### config.mk
export PLATFORM = sky130hd
export DESIGN_NAME = key_decoder
export DESIGN_NICKNAME = d
export VERILOG_FILES = /design/src/rtl/key_decoder.sv
export SDC_FILE = /design/constraint.sdc
export NUM_CORES = 1
export LEC_CHECK = 0
export ABC_AREA = 0
export CAP_MARGIN = 20
export CELL_PAD_IN_SITES_DETAIL_PLACEMENT = 2
export CELL_PAD_IN_SITES_GLOBAL_PLACEMENT = 2
export CORE_MARGIN = 8
export CORE_UTILIZATION = 32
export CTS_CLUSTER_SIZE = 20
export DETAILED_ROUTE_END_ITERATION = 10
export GPL_TIMING_DRIVEN = 0
export PLACE_DENSITY_LB_ADDON = 0.25
export SLEW_MARGIN = 20
export SYNTH_ARGS = -nofsm -noshare
export SYNTH_HDL_FRONTEND = slang
export SYNTH_SLANG_ARGS = --single-unit
### constraint.sdc
create_clock -name clk -period 3.49 [get_ports clk]
set_clock_uncertainty 0.1 [all_clocks]
set_input_delay 0.698 -clock clk [delete_from_list [all_inputs] [get_ports clk]]
set_output_delay 0.698 -clock clk [all_outputs]
set_load 0.01 [all_outputs]
### src/rtl/key_decoder.sv
// key_decoder: turns the keyboard byte stream into flap / pause / quit commands.
// Optional feature macro: KEY_DECODER_ARROW_EN builds the ESC [ A up-arrow parser.
// Without it, ESC is a quit key and '[' / 'A' are ignored.
// Flaps are rate-limited by a holdoff window and counted in flap_cnt_o.
// All outputs are registered; there is no combinational path from inp_i.
module key_decoder #(
  parameter int unsigned HOLDOFF     = 4,
  parameter int unsigned ESC_TIMEOUT = 8
) (
  input  logic        clk,
  input  logic        rst_n,
  input  logic [7:0]  inp_i,
  output logic        flap_o,
  output logic        pause_o,
  output logic        quit_o,
  output logic [15:0] flap_cnt_o
);

  localparam int unsigned HW = (HOLDOFF > 0) ? $clog2(HOLDOFF + 1) : 1;
  localparam logic [HW-1:0] HOLD_LOAD = HW'(HOLDOFF);

  localparam logic [7:0] K_SPACE = 8'h20;
  localparam logic [7:0] K_W     = 8'h77;
  localparam logic [7:0] K_P     = 8'h70;
  localparam logic [7:0] K_Q     = 8'h71;
  localparam logic [7:0] K_ESC   = 8'h1B;
`ifdef KEY_DECODER_ARROW_EN
  localparam logic [7:0] K_LBRK  = 8'h5B;
  localparam logic [7:0] K_UP    = 8'h41;
  localparam int unsigned TW = (ESC_TIMEOUT > 0) ? $clog2(ESC_TIMEOUT + 1) : 1;
`endif

  typedef enum logic [1:0] {
    S_IDLE = 2'd0,
    S_DONE = 2'd3
`ifdef KEY_DECODER_ARROW_EN
    ,
    S_ESC  = 2'd1,
    S_CSI  = 2'd2
`endif
  } state_e;

  state_e         state_q;
  logic           flap_q;
  logic           pause_q;
  logic           quit_q;
  logic [15:0]    flap_cnt_q;
  logic [HW-1:0]  hold_q;
`ifdef KEY_DECODER_ARROW_EN
  logic [TW-1:0]  timer_q;
  logic           timer_expire;
  logic           byte_empty;
`endif

  logic flap_req;
  logic flap_accept;

`ifdef KEY_DECODER_ARROW_EN
  // An empty cycle that would bring the stall timer up to ESC_TIMEOUT resolves the sequence.
  always_comb begin
    byte_empty   = (inp_i == 8'h00) || (inp_i == 8'hFF);
    timer_expire = (32'(timer_q) + 32'd1) >= ESC_TIMEOUT;
  end
`endif

  // A flap is requested by space/w in IDLE or by the final 'A' of an up-arrow sequence.
  always_comb begin
    flap_req = 1'b0;
    if (state_q == S_IDLE && (inp_i == K_SPACE || inp_i == K_W)) begin
      flap_req = 1'b1;
    end
`ifdef KEY_DECODER_ARROW_EN
    if (state_q == S_CSI && inp_i == K_UP) begin
      flap_req = 1'b1;
    end
`endif
    flap_accept = flap_req && !pause_q && (hold_q == '0);
  end

  // Decoder state machine with registered outputs and holdoff / stall counters.
  always_ff @(posedge clk or negedge rst_n) begin
    if (!rst_n) begin
      state_q    <= S_IDLE;
      flap_q     <= 1'b0;
      pause_q    <= 1'b0;
      quit_q     <= 1'b0;
      flap_cnt_q <= 16'd0;
      hold_q     <= '0;
`ifdef KEY_DECODER_ARROW_EN
      timer_q    <= '0;
`endif
    end else begin
      flap_q <= flap_accept;
      // Holdoff reloads on acceptance, otherwise drains to zero (also while paused or done).
      if (flap_accept) begin
        flap_cnt_q <= flap_cnt_q + 16'd1;
        hold_q     <= HOLD_LOAD;
      end else if (hold_q != '0) begin
        hold_q <= hold_q - 1'b1;
      end

      case (state_q)
        S_IDLE: begin
          if (inp_i == K_P) begin
            pause_q <= ~pause_q;
          end else if (inp_i == K_Q) begin
            quit_q  <= 1'b1;
            state_q <= S_DONE;
          end else if (inp_i == K_ESC) begin
`ifdef KEY_DECODER_ARROW_EN
            state_q <= S_ESC;
            timer_q <= '0;
`else
            quit_q  <= 1'b1;
            state_q <= S_DONE;
`endif
          end
        end
`ifdef KEY_DECODER_ARROW_EN
        S_ESC: begin
          if (inp_i == K_LBRK) begin
            state_q <= S_CSI;
            timer_q <= '0;
          end else if (!byte_empty || timer_expire) begin
            // Bare ESC (followed by another key or by silence) means quit.
            quit_q  <= 1'b1;
            state_q <= S_DONE;
          end else begin
            timer_q <= timer_q + 1'b1;
          end
        end
        S_CSI: begin
          // Any byte ends the sequence; 'A' has already raised flap_req above.
          if (!byte_empty || timer_expire) begin
            state_q <= S_IDLE;
          end else begin
            timer_q <= timer_q + 1'b1;
          end
        end
`endif
        S_DONE: begin
          state_q <= S_DONE;
        end
        default: begin
          state_q <= S_IDLE;
        end
      endcase
    end
  end

  assign flap_o     = flap_q;
  assign pause_o    = pause_q;
  assign quit_o     = quit_q;
  assign flap_cnt_o = flap_cnt_q;

endmodule

==> results of run 1 <==
==> how the worst max path moves through the flow <==
stage,from,to,slack [ns],cells past startpoint
detailed placement,inp_i[1],flap_cnt_o[15],0.13,6
global placement,inp_i[1],flap_cnt_o[11],0.16,6
global route,inp_i[1],flap_cnt_o[15],0.34,6
finish,inp_i[1],flap_cnt_o[11],0.49,6
floorplan,inp_i[0],flap_cnt_o[1],0.80,5
CTS,inp_i[1],flap_cnt_o[11],0.47,6
==> kinds of logic after synthesis <==
group | Yosys count
and+or+nand+nor | 45
DFF | 23
xor gates and xnor gates | 16
AOI/OAI and AO/OA | 8
buffers and inverters | 6
adders and majority gates | 3
muxes | 2
==> layer usage <==
metal	global-route usage	wire length (µm)	part of all wire	vias up
met5	0	0	0	-
met4	0.0256	20	0.0067	0
met3	0.0447	168	0.057	2
met2	0.200	1530	0.51	17
met1	0.126	1250	0.42	456
li1	-	-	-	421
==> layout by cell type (no fill, tap or decap), types with 4 or more instances in the layout <==
master	n
dfrtp_1	23
xor2_1	11
nor2_1	6
clkdlybuf4s50_1	27
nand2_1	7
or4_1	4
nand3_1	7
inv_1	5
xnor2_1	5
==> cell type report <==
type | instances | area, µm² | share of cell area
sequential | 23 | 576 | 0.386
timing repair buffer | 28 | 275 | 0.184
buffer | 1 | 11.3 | 0.00754
clock buffer | 4 | 26.3 | 0.0176
tap | 46 | 57.6 | 0.0386
multi-input combinational | 74 | 528 | 0.354
inverter | 5 | 18.8 | 0.0126
==> flip-flops by register name (all words and copies together) (netlist names) <==
| signal | cells |
|---|---|
| quit_o | 1 |
| pause_o | 1 |
| flap_cnt_o | 16 |
| flap_o | 1 |
| hold_q | 3 |
| state_q | 1 |
==> through the flow <==
| step | hold slack, ns | setup slack, ns |
|---|---|---|
| 2_1_floorplan | 0.302 | 0.802 |
| 3_3_place_gp | 0.362 | 0.159 |
| 3_5_place_dp | 0.369 | 0.129 |
| 4_1_cts | 0.401 | 0.471 |
| 5_1_grt | 0.252 | 0.344 |
| 6_report | 0.239 | 0.486 |
==> critical path, delay by kind of cell <==
kind	cells	cell delay [ns]
buffers and inverters	1	0.48
AO/OA/AOI/OAI	1	0.56
AND/OR/NAND/NOR	3	1.26
XOR/XNOR	1	0.14
==> report_power, final <==
group / internal (mW) / total [mW] / switching, mW
Clock: 0.0447 / 0.125 / 0.0799
Combinational: 0.0643 / 0.133 / 0.0687
Sequential: 0.296 / 0.320 / 0.0241
==> impl_metrics.csv, run 1 <==
group,metric,value,unit
synthesis,synth_most_common_cell,"dfrtp_1",
synthesis,synth_fp_nets,116,
final_layout,fin_cells,181,
die,io_pins,29,
synthesis,yosys_register_bits,23,
synthesis,synth.avg_cell_area,11.0,µm²
timing,period_share,0.861,
synthesis,synth_xor_area_frac,0.124,
clock_tree,numCtsBuffers,3,
synthesis,async_flop_share,1.00,
clock_tree,numClockSinks,23,
route,routedWlPerCell,16.4,µm
synthesis,muxShareOfSynthArea,0.0188,
setup_path,r2r_start,"hold_q[0]",
die,initial_utilization,0.337,
final_layout,drive_gt1_frac,0.0815,
power,pwr_density_cell,387,nW/µm²
clock_tree,clkLatencyLatePin,0.31,ns
setup_path,cp_max_fo,4,
clock_tree,path_clk_slew,0.12,ns
final_layout,area_delta_synth_final,31.7,%
timing,rsz0062_at_grt,"no",
clock_tree,cts_buffer_depth,2,
placement,dpl.hpwl,2420,µm
final_layout,fill_cells,398,
setup_path,rr_worst_depth,7,
setup_path,rr_endpoint,"flap_cnt_o[11]",
synthesis,synth_top_family_by_area,"simple AND/OR/NAND/NOR gates",
clock_tree,cts_resized,0,
final_layout,final_util,0.444,
die,die_h,75.5,µm
synthesis,synth_largest_area_cell,"dfrtp_1",
flow_run,maxCapViolations,0,
clock_tree,cts_root_buf,"clkbuf_4",
synthesis,synth_compound_area_frac,0.0519,
placement,placedCellCount,177,
global_routing,first_global_vias,1016,
synthesis,synth_edf_count,0,
timing,worst_pin_slew,0.601,ns
synthesis,synth.distinct_cells,32,
synthesis,seq_area_frac_synth,0.508,
timing,setup_viol_count_final,0,
placement,place_area,1470,µm²
die,die_area,5700,µm²
timing,timing.fmax,0.333,GHz
synthesis,ys_warn_count,0,
status,status,"finished clean",
setup_path,critical_path_class,"input port to flip-flop",
route,num_vias,896,
global_routing,grt_overflow,0,
setup_path,critPathArrivalTime,3.15,ns
clock_tree,postCtsSetupRepairBufs,0,
placement,gp_congestion,0.733,
route,vias_per_cell,4.95,
timing,hold_viol,0,
die,rows,21,
timing,setup_tns,0,ns
route,ant_nets,0,
setup_path,crit_path_end_kind,"flip-flop",
clock_tree,cts.hold.buffers_added,0,
global_routing,grt_max_degree,24,
clock_tree,h-tree-depth,1,
die,die_x,75.5,µm
clock_tree,cts_tree,"yes",
timing,fin_crit,3.00,ns
die,fp.coreArea,3360,µm²
global_routing,antenna_found_initial,0,
power,design_power_total,0.577,mW
power,ir_worst_vdd,0.301,mV
global_routing,grt_pass1_wl,4930,µm
synthesis,synth_adder_area_share,0.0331,
placement,portBuffers,28,
synthesis,ys.flop_type,"dfrtp_1",
setup_path,r2r_slack,1.10,ns
synthesis,syn_area,1130,µm²
synthesis,synth_top_area_frac,0.508,
timing,maxSlewViolCount,0,
synthesis,yosys.area_share.simple,0.238,
setup_path,critPathLaunchType,"input port",
synthesis,synth_commonest_cells,"23 x dfrtp_1, 11 x xor2_1, 7 x nand2_1, 7 x nand3_1, 6 x nor2_1",
setup_path,required,3.64,ns
final_layout,n_antenna_cell,0,
min_path,hold_path_class,"input port to asynchronous set/reset pin",
global_routing,grt_use_total,0.114,
synthesis,synthTopCellsByArea,"dfrtp_1 51%, xor2_1 8.5%, xnor2_1 3.9%, ha_1 3.3%, nand3_1 3.1%",
power,p_leak,0.687,nW
setup_path,crit_chain,"clkdlybuf4s50_1 -> or4_1 -> or4_4 -> a211oi_1 -> and3_1 -> xor2_1",
route,dr.pass1.iters,3,
route,drc,0,
timing,relSlewSlack,0.597,
setup_path,slowest_stage,"or4_1",
final_layout,final_area,1490,µm²
route,drtIter0Drc,22,
final_layout,fin_nets,149,
setup_path,crit_path_max_incr_delay,0.56,ns
route,wirelength,2970,µm
synthesis,synth_cells,103,
Power figures use the tool's default switching activity.
==> run 2: changes to the inputs <==
--- a/config.mk
+++ b/config.mk
@@ -9,12 +9,14 @@
 export CAP_MARGIN = 20
 export CELL_PAD_IN_SITES_DETAIL_PLACEMENT = 2
 export CELL_PAD_IN_SITES_GLOBAL_PLACEMENT = 2
+export CORE_ASPECT_RATIO = 0.6
 export CORE_MARGIN = 8
 export CORE_UTILIZATION = 32
 export CTS_CLUSTER_SIZE = 20
 export DETAILED_ROUTE_END_ITERATION = 10
 export GPL_TIMING_DRIVEN = 0
 export PLACE_DENSITY_LB_ADDON = 0.25
+export REMOVE_ABC_BUFFERS = 1
 export SLEW_MARGIN = 20
 export SYNTH_ARGS = -nofsm -noshare
 export SYNTH_HDL_FRONTEND = slang
==> impl_metrics.csv, run 2 (same netlist as run 1, synthesis figures left out) <==
group,metric,value,unit
placement,portBuffers,28,
min_path,hold_path_class,"input port to asynchronous set/reset pin",
power,pwr_density_cell,419,nW/µm²
clock_tree,cts.hold.buffers_added,0,
route,wl_met2,1360,µm
route,drtIter0Drc,16,
setup_path,critPathArrivalTime,3.28,ns
timing,period_share,0.915,
final_layout,n_antenna_cell,0,
clock_tree,path_clk_slew,0.08,ns
clock_tree,cts_root_buf,"clkbuf_8",
global_routing,grt_overflow,0,
route,drc,0,
power,p_sw,0.185,mW
clock_tree,cts_resized,0,
power,power.internal,0.443,mW
placement,gp_congestion,0.711,
route,num_vias,873,
route,ant_nets,0,
die,rows,16,
final_layout,largest_reg_flops,16,
route,wirelength,2970,µm
global_routing,first_global_vias,1005,
final_layout,final_cell_mix,"27 x clkdlybuf4s50_1, 23 x dfrtp_1, 11 x xor2_1, 7 x nand2_1, 7 x nand3_1",
global_routing,grt_max_degree,24,
route,vias_per_cell,4.88,
setup_path,required,3.58,ns
route,wl_met1,1460,µm
route,dr.pass1.iters,4,
flow_run,maxCapViolations,0,
timing,worst_pin_slew,0.615,ns
timing,timing.fmax,0.313,GHz
die,fp.coreArea,3320,µm²
global_routing,grt_use_total,0.113,
final_layout,area_delta_synth_final,32.2,%
power,design_power_total,0.628,mW
die,die_area,5770,µm²
die,die_x,92.8,µm
placement,dpl.hpwl,2350,µm
setup_path,critical_path_class,"input port to flip-flop",
timing,relSlewSlack,0.587,
timing,rsz0062_at_grt,"no",
timing,maxSlewViolCount,0,
final_layout,fin_nets,148,
placement,placedCellCount,175,
timing,setup_viol_count_final,0,
clock_tree,cts_tree,"yes",
clock_tree,postCtsSetupRepairBufs,0,
setup_path,crit_path_end_kind,"flip-flop",
power,seq_power_share,0.511,
global_routing,grt_pass1_wl,5260,µm
die,die_h,62.1,µm
power,p_clk_frac,0.269,
final_layout,final_util,0.451,
power,ir_worst_vdd,0.248,mV
power,swShare,0.295,
setup_path,critPathLaunchType,"input port",
final_layout,layout_commonest_cell,"clkdlybuf4s50_1",
die,io_pins,29,
status,status,"finished clean",
route,dr_wl_met3,115,µm
route,dr.max_layer_used,"met4",
setup_path,cp_max_fo,13,
timing,fin_crit,3.19,ns
setup_path,r2r_start,"hold_q[0]",
die,initial_utilization,0.341,
clock_tree,numClockSinks,23,
timing,hold_viol,0,
clock_tree,clkLatencyLatePin,0.27,ns
power,p_leak,0.689,nW
final_layout,fin_cells,179,
clock_tree,numCtsBuffers,3,
route,routedWlPerCell,16.6,µm
power,pwr-share-comb,0.220,
clock_tree,h-tree-depth,1,
timing,setup_tns,0,ns
global_routing,antenna_found_initial,0,
final_layout,drive_gt1_frac,0.0746,
clock_tree,cts_buffer_depth,2,
setup_path,startpoint,"inp_i[1]",
-- run 2: changes by cell type in the layout (fill, tap and decap cells not counted), sizes merged --
cell,before,now
buf,2,1
-- run 2: final timing paths --
check                           cells after the start        endpoint  slack (ns)
worst min-delay path                                1  flap_cnt_o[13]        0.30
min in group clk                                    1  flap_cnt_o[15]        0.37
worst max register to register                      7  flap_cnt_o[11]        1.07
max in group asynchronous                           1   flap_cnt_o[7]        2.65
worst min register to register                      1  flap_cnt_o[15]        0.37
worst max-delay path                                6  flap_cnt_o[10]        0.30
-- run 2: routing by layer --
metal | GRT usage | vias to the layer above
met5 | 0 | -
met4 | 0.0299 | 0
met3 | 0.0348 | 4
met2 | 0.177 | 14
met1 | 0.146 | 433
li1 | - | 422
-- run 2: worst max-delay path: stages --
cell             delay [ns]
clkdlybuf4s50_1        0.47
or4_1                  0.57
or4_4                  0.45
a211o_1                0.54
nor4_2                 0.37
xor2_1                 0.19
-- run 2: final cells by class --
type,count,area [µm²]
fill,365,1820
multi-input combinational,74,528
inverter,5,18.8
timing repair buffer,28,275
sequential,23,576
tap,45,56.3
clock buffer,4,45.0
-- run 2: power by group through the flow --
stage          Combinational, mW  Sequential (mW)  Clock (mW)
2_1_floorplan             0.0759            0.322           0
3_3_place_gp               0.126            0.322           0
3_5_place_dp               0.142            0.326           0
4_1_cts                    0.142            0.321       0.176
5_1_grt                    0.156            0.326       0.187
6_report                   0.138            0.321       0.169
-- run 2: through the flow --
step | instance area, µm² | setup slack, ns | hold WS [ns]
3_3_place_gp | 1460 | 0.109 | 0.360
3_5_place_dp | 1460 | -0.0152 | 0.368
2_1_floorplan | 1120 | 0.759 | 0.302
6_report | 1500 | 0.298 | 0.297
5_1_grt | 1500 | 0.138 | 0.332
4_1_cts | 1500 | 0.262 | 0.381
